`config.mk`:
```
export PLATFORM = sky130hd
export DESIGN_NAME = amp_seq_ctrl
export DESIGN_NICKNAME = d
export VERILOG_FILES = /design/src/rtl/amp_seq_ctrl.sv
export SDC_FILE = /design/constraint.sdc
export NUM_CORES = 1
export LEC_CHECK = 0
export CORE_ASPECT_RATIO = 2
export CORE_MARGIN = 2
export CORE_UTILIZATION = 64
export DETAILED_ROUTE_END_ITERATION = 8
export PLACE_DENSITY = 0.85
export SETUP_SLACK_MARGIN = 0.3
export SLEW_MARGIN = 10
export SYNTH_ARGS = -nofsm -noshare
export SYNTH_HDL_FRONTEND = slang
export SYNTH_SLANG_ARGS = --single-unit
```
`constraint.sdc`:
```
create_clock -name clk -period 5.9 [get_ports clk]
set_input_delay 1.18 -clock clk [delete_from_list [all_inputs] [get_ports clk]]
set_output_delay 1.18 -clock clk [all_outputs]
set_load 0.005 [all_outputs]
```
`src/rtl/amp_seq_ctrl.sv`:
```
// rtl/amp_seq_ctrl.sv - class-D amp power/mute sequencer; optional feature macro AMP_SEQ_FAULT_RETRY_EN
module amp_seq_ctrl #(
  parameter int T_EN     = 1000,
  parameter int T_MUTE   = 500,
  parameter int LOCK_CYC = 64,
  parameter int CFG_TO   = 65535,
  parameter int T_RETRY  = 100000,
  parameter int CNT_W    = 20
) (
  input  logic       clk,
  input  logic       reset,
  input  logic       play_req,
  input  logic       i2s_lock,
  input  logic       amp_fault,
  input  logic       fault_clr,
  output logic       cfg_req,
  input  logic       cfg_ack,
  input  logic       cfg_err,
  output logic       amp_nenable,
  output logic       amp_nmute,
  output logic       fault_sticky,
  output logic [2:0] state_mon
);

  typedef enum logic [2:0] {
    S_OFF       = 3'd0,
    S_PWRUP     = 3'd1,
    S_CONFIG    = 3'd2,
    S_WAIT_LOCK = 3'd3,
    S_PLAY      = 3'd4,
    S_MUTING    = 3'd5,
    S_PWRDN     = 3'd6,
    S_FAULT     = 3'd7
  } state_t;

  // Timer reload values: a state lasting N cycles is entered with N-1 and exits on 0.
  localparam logic [CNT_W-1:0] LD_EN    = CNT_W'(T_EN - 1);
  localparam logic [CNT_W-1:0] LD_MUTE  = CNT_W'(T_MUTE - 1);
  localparam logic [CNT_W-1:0] LD_CFG   = CNT_W'(CFG_TO - 1);
  localparam logic [CNT_W-1:0] LD_RETRY = CNT_W'(T_RETRY - 1);
  localparam logic [CNT_W-1:0] LOCK_TGT = CNT_W'(LOCK_CYC);

  state_t           state, state_nxt;
  logic [CNT_W-1:0] timer, timer_nxt;
  logic [CNT_W-1:0] lock_cnt, lock_cnt_nxt;
  logic             sticky_nxt;
  logic             nenable_nxt, nmute_nxt, cfg_req_nxt;
  logic             timer_done;
  logic             start_blocked;

  assign timer_done = (timer == '0);
  assign state_mon  = state;

`ifdef AMP_SEQ_FAULT_RETRY_EN
  // Timed retry lets the sequencer recover on its own; sticky is status only.
  assign start_blocked = 1'b0;
`else
  // Without retry, an uncleared fault must keep the amp powered down.
  assign start_blocked = fault_sticky;
`endif

  // State, timer, lock counter, sticky fault and decoded outputs all register here.
  always_ff @(posedge clk) begin
    if (reset) begin
      state        <= S_OFF;
      timer        <= '0;
      lock_cnt     <= '0;
      fault_sticky <= 1'b0;
      amp_nenable  <= 1'b1;
      amp_nmute    <= 1'b0;
      cfg_req      <= 1'b0;
    end else begin
      state        <= state_nxt;
      timer        <= timer_nxt;
      lock_cnt     <= lock_cnt_nxt;
      fault_sticky <= sticky_nxt;
      amp_nenable  <= nenable_nxt;
      amp_nmute    <= nmute_nxt;
      cfg_req      <= cfg_req_nxt;
    end
  end

  // Next state, timer/lock counter updates, sticky fault and output decode.
  always_comb begin
    state_nxt    = state;
    timer_nxt    = timer;
    lock_cnt_nxt = lock_cnt;
    sticky_nxt   = fault_sticky;

    case (state)
      S_OFF:       if (play_req && !start_blocked) state_nxt = S_PWRUP;
      S_PWRUP:     if (timer_done) state_nxt = S_CONFIG;
      S_CONFIG: begin
        // cfg_req is never withdrawn early; play_req only picks the exit after ack.
        if (cfg_ack) begin
          if (cfg_err)       state_nxt = S_FAULT;
          else if (play_req) state_nxt = S_WAIT_LOCK;
          else               state_nxt = S_PWRDN;
        end else if (timer_done) begin
          state_nxt = S_FAULT;
        end
      end
      S_WAIT_LOCK: begin
        if (!play_req)                  state_nxt = S_PWRDN;
        else if (lock_cnt == LOCK_TGT)  state_nxt = S_PLAY;
      end
      S_PLAY:      if (!play_req || !i2s_lock) state_nxt = S_MUTING;
      S_MUTING:    if (timer_done) state_nxt = play_req ? S_WAIT_LOCK : S_PWRDN;
      S_PWRDN:     if (timer_done) state_nxt = S_OFF;
      S_FAULT: begin
        if (fault_clr && !amp_fault) state_nxt = S_OFF;
`ifdef AMP_SEQ_FAULT_RETRY_EN
        else if (!amp_fault && timer_done) state_nxt = S_OFF;
`endif
      end
      default:     state_nxt = S_OFF;
    endcase

    // A live amp fault overrides every other transition once the amp may be powered.
    if (amp_fault && state != S_OFF && state != S_FAULT) state_nxt = S_FAULT;

    // Set wins over clear; a clear during an active fault in FAULT is ignored.
    if (state_nxt == S_FAULT && state != S_FAULT) sticky_nxt = 1'b1;
    else if (fault_clr && !(state == S_FAULT && amp_fault)) sticky_nxt = 1'b0;

    if (state_nxt != state) begin
      lock_cnt_nxt = '0;
      case (state_nxt)
        S_PWRUP, S_PWRDN: timer_nxt = LD_EN;
        S_CONFIG:         timer_nxt = LD_CFG;
        S_MUTING:         timer_nxt = LD_MUTE;
        S_FAULT:          timer_nxt = LD_RETRY;
        default:          timer_nxt = '0;
      endcase
    end else begin
      if (state == S_FAULT && amp_fault) timer_nxt = LD_RETRY;
      else if (!timer_done)              timer_nxt = timer - CNT_W'(1);
      if (state == S_WAIT_LOCK) begin
        if (!i2s_lock)                  lock_cnt_nxt = '0;
        else if (lock_cnt != LOCK_TGT)  lock_cnt_nxt = lock_cnt + CNT_W'(1);
      end
    end

    nenable_nxt = !(state_nxt inside {S_PWRUP, S_CONFIG, S_WAIT_LOCK, S_PLAY, S_MUTING});
    nmute_nxt   = (state_nxt == S_PLAY);
    cfg_req_nxt = (state_nxt == S_CONFIG);
  end

endmodule
```
# [After elaboration in Yosys (flattened, before gate mapping)]
# Cells that the tools add are included.
[op_classes] eq_ne=20 n_mux=22 reduce_logical=22 n_addsub=2
[ops] cell="20-bit 2-to-1 mux" count=5
[ops] cell="17-bit case mux with 4 select lines" count=1
[ops] cell="3-bit 2-to-1 mux" count=13
[ops] cell="3-bit equality test, second input constant" count=8
[ops] cell="3-bit case mux with 8 select lines" count=1
[ops] cell="20-bit by 1-bit adder with 20-bit output, second input constant" count=1
[ops] cell="20-bit by 7-bit equality test with 1-bit output, second input constant" count=1
[ops] cell="20-bit zero test" count=1
[ops] cell="20-bit by 7-bit != test with 1-bit output, second input constant" count=1
[ops] cell="20-bit by 1-bit subtractor with 20-bit output, second input constant" count=1
[ops] cell="3-bit by 2-bit equality test with 1-bit output, second input constant" count=4
[ops] cell="1-bit logical AND" count=7
[ops] cell="3-bit by 1-bit equality test with 1-bit output, second input constant" count=2
[ops] cell="1-bit zero test" count=6
[ops] cell="5-bit nonzero test" count=1
[ops] cell="2-bit OR reduction" count=2
[ops] cell="3-bit zero test" count=1
[ops] cell="3-bit by 1-bit != test with 1-bit output, second input constant" count=1
[ops] cell="3-bit != test" count=1
[ops] cell="3-bit != test, second input constant" count=1
[ops] cell="3-bit nonzero test" count=1
[ops] cell="1-bit 2-to-1 mux" count=2
[ops] cell="2-bit by 1-bit != test with 1-bit output, second input constant" count=1
[ops] cell="2-bit AND reduction" count=1
[ops] cell="other kinds (2)" count=2
[word_totals] in_bits=8 reg_bits=47 wordCells=73

# [Longest topological paths before layout]
[depth] word_depth=9 mapped_depth=12 depth_no_buf=10

# [Worst setup path before layout]
# Ideal clock, no wire load.
[synth_timing] path_type="input to register" startpoint="in play_req" endpoint="reg timer[7]" n_path_buf=3 setup_slack_ns=2.835 arrival_time_ns=2.996 required_ns=5.830 stages=11 path_cell_list="clkbuf_1 > o21a_1 > a31oi_1 > o21ai_0 > o21bai_1 > nand4_1 > nor4bb_1 > clkbuf_1 > clkbuf_1 > o21ai_0 > a21oi_1"
[synth_between] elab_chain_cells=9 elab_cells_between_ends=22 cone_classes="eq/ne: 7; mux: 11; reduce/logical: 4"
[synth_lines] item="from (decl)" line_no="12" source="input logic play_req,"
[synth_lines] item="3-bit 2-to-1 mux / 1-bit zero test (equally long branches)" line_no="97, 108, 107"
[synth_lines] item="3-bit 2-to-1 mux / 1-bit logical OR (equally long branches)" line_no="96, 107"
[synth_lines] item="3-bit 2-to-1 mux (on tied branches)" line_no="95, 107"
[synth_lines] item="3-bit case mux with 8 select lines *" line_no="90" source="case (state)"
[synth_lines] item="3-bit 2-to-1 mux *" line_no="120" source="if (amp_fault && state != S_OFF && state != S_FAULT) state_nxt = S_FAULT;"
[synth_lines] item="3-bit by 1-bit equality test with 1-bit output / 3-bit equality test (equally long branches)" line_no="128" source="case (state_nxt)"
[synth_lines] item="2-bit OR reduction" line_no="128"
[synth_lines] item="17-bit case mux with 4 select lines" line_no="128"
[synth_lines] item="20-bit 2-to-1 mux" line_no="126" source="if (state_nxt != state) begin"
[synth_lines] item="to (signal assigned)" line_no="74" source="timer <= timer_nxt;"
[synth_lines] item="to (decl)" line_no="44" source="logic [CNT_W-1:0] timer, timer_nxt;"
# Mark *: on every way between the ends. The rest lies on a longest branch, timed or not.
# A chain may end at the register's enable or synchronous reset.

# [Worst setup path after layout]
[layout_timing] startpoint="in play_req" endpoint="reg lock_cnt[11]"
[layout_between] elab_chain_cells=7 elab_cells_between_ends=14 cone_classes="eq/ne: 1; mux: 9; reduce/logical: 4"
[layout_lines] item="3-bit 2-to-1 mux / 1-bit zero test (equally long branches)" line_no="97, 108, 107"
[layout_lines] item="3-bit 2-to-1 mux / 1-bit logical OR (equally long branches)" line_no="96, 107"
[layout_lines] item="3-bit 2-to-1 mux (on tied branches)" line_no="95, 107"
[layout_lines] item="3-bit case mux with 8 select lines *" line_no="90"
[layout_lines] item="3-bit 2-to-1 mux *" line_no="120"
[layout_lines] item="3-bit != test *" line_no="126"
[layout_lines] item="2-bit OR reduction (no source line) *"
[layout_lines] item="to (signal assigned)" line_no="75" source="lock_cnt <= lock_cnt_nxt;"
[layout_lines] item="to (decl)" line_no="45" source="logic [CNT_W-1:0] lock_cnt, lock_cnt_nxt;"
# Marks and branches as above.

==> results_tabular.tex <==
\begin{tabular}{lr}
\hline
Metric & Value \\
\hline
\multicolumn{2}{l}{\textbf{Critical path}} \\
Worst setup SP type & primary input \\
Sort of element at the end of the critical path & register \\
Required time reported for the critical path endpoint & 6.13 ns \\
Critical path buffer and inverter count & 2 \\
Worst setup path class & primary input to register \\
Delay contributed by the slowest stage of the critical path & 0.57 ns \\
Delay-heaviest family, CP & compound AO/OA/AOI/OAI gates \\
Cell type of the slowest stage on the worst timing path & sky130\_fd\_sc\_hd\_\_clkdlybuf4s50\_1 \\
Crit path DAT & 4.00 ns \\
Cell-by-cell listing of the critical path & clkdlybuf4s50\_1 > o21a\_1 > a31oi\_1 > o21ai\_0 > o21bai\_1 > nand4\_1 > nor4bb\_4 > buf\_4 > o211ai\_2 > nor2\_1 \\
Critical path peak fanout & 24 \\
\multicolumn{2}{l}{\textbf{Power and ir drop}} \\
Leak pwr & 0.00105 uW \\
Overall power after layout & 1370 uW \\
Power density over the cells & 456 mW/mm\^{}2 \\
Max rail drop VDD & 0.000413 V \\
\multicolumn{2}{l}{\textbf{Logic synthesis}} \\
Syn avg cell area & 7.88 um\^{}2 \\
Number of cells produced by synthesis & 345 \\
Dominant cell by count in the synthesized netlist & sky130\_fd\_sc\_hd\_\_nor2\_1 \\
Top cells by instance count after synthesis & 49 x sky130\_fd\_sc\_hd\_\_nor2\_1, 47 x sky130\_fd\_sc\_hd\_\_dfxtp\_1, 33 x sky130\_fd\_sc\_hd\_\_nand2\_1, 19 x sky130\_fd\_sc\_hd\_\_xnor2\_1, 18 x sky130\_fd\_sc\_hd\_\_xor2\_1 \\
Number of enable flip-flop cells after synthesis & 0 \\
Cell types occupying the most area after synthesis & sky130\_fd\_sc\_hd\_\_dfxtp\_1 35\%, sky130\_fd\_sc\_hd\_\_nor2\_1 6.8\%, sky130\_fd\_sc\_hd\_\_xnor2\_1 6.1\% \\
Largest area contributor in the synthesized netlist & sky130\_fd\_sc\_hd\_\_dfxtp\_1 \\
Top cell type's share of synthesized area & 0.346 \\
Synthesis-stage register bit count & 47 \\
Unique cell type count in the Yosys netlist & 55 \\
Post-synthesis async set-or-reset flop share & 0 \\
Yosys warning count & 0 \\
Prevailing post-synth register cell & sky130\_fd\_sc\_hd\_\_dfxtp\_1 \\
Mapped cell area & 0.00272 mm\^{}2 \\
Proportion of synthesized chip area in sequential cells & 0.346 \\
Net Count, Synth & 356 \\
\multicolumn{2}{l}{\textbf{Clock tree}} \\
Library cell used as clock root buffer & sky130\_fd\_sc\_hd\_\_clkbuf\_8 \\
Number of CTS-inserted buffers & 5 \\
Count of hold buffers inserted by post-cts repair & 0 \\
Maximum level of the CTS H-tree & 2 \\
Worst-skew pair later-pin latency & 0.31 ns \\
Number of setup buffers added after CTS & 0 \\
Sink Count & 47 \\
TritonCTS clock tree & done \\
Clock Pin Slew Worst Setup and Hold Paths & 0.08 ns \\
Gates resized, CTS repair & 0 \\
Deepest clock path buffer count & 2 \\
\multicolumn{2}{l}{\textbf{Die}} \\
Area of the die & 0.00482 mm\^{}2 \\
Width of the die & 50.1 um \\
Effective utilization at floorplan & 0.665 \\
Total number of placement rows & 33 \\
Die boundary height & 96.2 um \\
Area of the core & 0.00409 mm\^{}2 \\
Ports & 15 \\
\multicolumn{2}{l}{\textbf{STA}} \\
Transition at the pin with the smallest max-transition slack & 1.03 ns \\
Final min period & 3.77 ns \\
Aggregate negative setup slack & 0 ns \\
Max Freq & 266 MHz \\
Largest clock skew in the final design & 0.00930 ns \\
Final Hold Violating Endpoints & 0 \\
Final setup violation count & 0 \\
Ratio of final minimum period to clock period & 0.638 \\
Worst rel slew slack & 0.301 \\
Final Max Tran Viols & 0 \\
Least setup slack across all paths after layout & 2.13 ns \\
RSZ-0062 raised after global routing & no \\
Hold Worst Slack & 0.483 ns \\
\multicolumn{2}{l}{\textbf{Detailed routing}} \\
First-pass iteration count of the detailed router & 4 \\
Drt total wl & 6.42 mm \\
DRC violations left & 0 \\
Detail-routed net length per standard cell & 15.8 um \\
Number of vias per cell after detailed routing & 6.20 \\
Vias after detailed routing & 2522 \\
Antenna viol nets, final & 0 \\
DRC violation total after the first TritonRoute iteration & 77 \\
\multicolumn{2}{l}{\textbf{Outcome}} \\
Outcome & finished, final reports clean \\
\multicolumn{2}{l}{\textbf{Global routing}} \\
Initial antenna violation count & 0 \\
Global-route wire length before repair & 10.7 mm \\
Number of global-route vias before repair & 2445 \\
Global route overflow & 0 \\
Aggregate global-route resource usage & 0.289 \\
Largest net degree at the start of global routing & 25 \\
\multicolumn{2}{l}{\textbf{Place}} \\
Post-DP HPWL & 4.75 mm \\
Area after DPL & 0.00290 mm\^{}2 \\
Number of buffers added on ports & 14 \\
Worst setup timing slack at the placement stage & 1.83 ns \\
Global placement routability congestion & 0.895 \\
\multicolumn{2}{l}{\textbf{Finish}} \\
Finished layout cell area & 0.00300 mm\^{}2 \\
Final antenna diode count & 0 \\
Final layout net count & 365 \\
Number of fillers in the final layout & 321 \\
Ratio of cells with drive above 1 in the final layout & 0.0535 \\
Area growth syn-to-layout & 10.3\% \\
\multicolumn{2}{l}{\textbf{Run}} \\
MaxCap Viol Count & 0 \\
\multicolumn{2}{l}{\textbf{Worst hold path}} \\
Kind of path behind the tightest hold check & register to register \\
\hline
\end{tabular}
metal layers:
metal	track usage	vias to the layer above	share of wire
met5	0	-	0
li1	-	1248	-
met2	0.567	51	0.57
met4	0.146	0	0.031
met1	0.284	1203	0.38
met3	0.0373	20	0.026
flip-flops by register name, indices dropped and copies added (netlist names):
signal	flops
amp_nenable	1
cfg_req	1
timer	20
state_mon	3
lock_cnt	20
amp_nmute	1
fault_sticky	1
placed cells by master (no fill, tap or decap), types with 7 or more instances in the layout:
cell type	synthesis	layout
sky130_fd_sc_hd__nand4_1	7	7
sky130_fd_sc_hd__clkdlybuf4s50_1	0	14
sky130_fd_sc_hd__dfxtp_1	47	47
sky130_fd_sc_hd__nand3_1	15	15
sky130_fd_sc_hd__nand2_1	33	33
sky130_fd_sc_hd__and3_1	7	7
sky130_fd_sc_hd__nor4_1	7	7
sky130_fd_sc_hd__xnor2_1	19	19
sky130_fd_sc_hd__nor2_1	49	49
sky130_fd_sc_hd__inv_1	12	12
sky130_fd_sc_hd__xor2_1	18	18
sky130_fd_sc_hd__o21ai_0	8	8
sky130_fd_sc_hd__nor3_1	12	12
sky130_fd_sc_hd__a21oi_1	15	15
power breakdown:
group | switching [uW] | internal, uW
Sequential | 89.9 | 378
Clock | 112 | 95.7
Combinational | 402 | 289
worst register-to-register path: stages, from the launching register on:
cell,delay [ns]
sky130_fd_sc_hd__dfxtp_1,0.33
sky130_fd_sc_hd__inv_1,0.09
sky130_fd_sc_hd__ha_1,0.21
sky130_fd_sc_hd__nor3b_1,0.50
sky130_fd_sc_hd__nand2_1,0.28
sky130_fd_sc_hd__or3_1,0.40
sky130_fd_sc_hd__or4_1,0.49
sky130_fd_sc_hd__a21oi_1,0.25
sky130_fd_sc_hd__nor4bb_4,0.08
sky130_fd_sc_hd__buf_4,0.22
sky130_fd_sc_hd__a31o_2,0.33
sky130_fd_sc_hd__a211oi_1,0.20
worst paths after layout:
kind,cells after the start,slack [ns],start,endpoint
max,10,2.13,play_req,lock_cnt[11]$_SDFFE_PP0P_
min,2,0.48,fault_sticky$_SDFFE_PP0P_,fault_sticky$_SDFFE_PP0P_
max reg2reg,11,2.45,timer[0]$_SDFFE_PP0P_,timer[3]$_SDFFE_PP0P_
min reg2reg,2,0.48,fault_sticky$_SDFFE_PP0P_,fault_sticky$_SDFFE_PP0P_
kinds of logic (layout without fill, tap and decap cells):
family                     count (synthesis)  in the layout  share of synthesized area
AOI/OAI and AO/OA                         62             62                      0.153
xor gates and xnor gates                  37             37                      0.119
adders and majority gates                  3              3                     0.0138
buffers and inverters                     26             36                     0.0368
DFF                                       47             47                      0.346
muxes                                      1              1                    0.00368
and+or+nand+nor                          169            169                      0.328
area by class of cell:
class	count	area, um^2	share of cell area
sequential	47	941	0.314
timing repair buffer	16	155	0.0518
clock inverter	2	16.3	0.00543
tap	52	65.1	0.0217
clock buffer	6	82.6	0.0275
inverter	12	45.0	0.0150
multi-input combinational	272	1690	0.565
per-stage QoR:
| stage | utilization | cells |
|---|---|---|
| floorplan | - | 345 |
| global placement | 0.709 | 399 |
| detailed placement | 0.709 | 399 |
| CTS | 0.733 | 407 |
| global route | 0.733 | 407 |
| finish | 0.733 | 407 |
No activity file was read; power rests on OpenSTA's default activity.
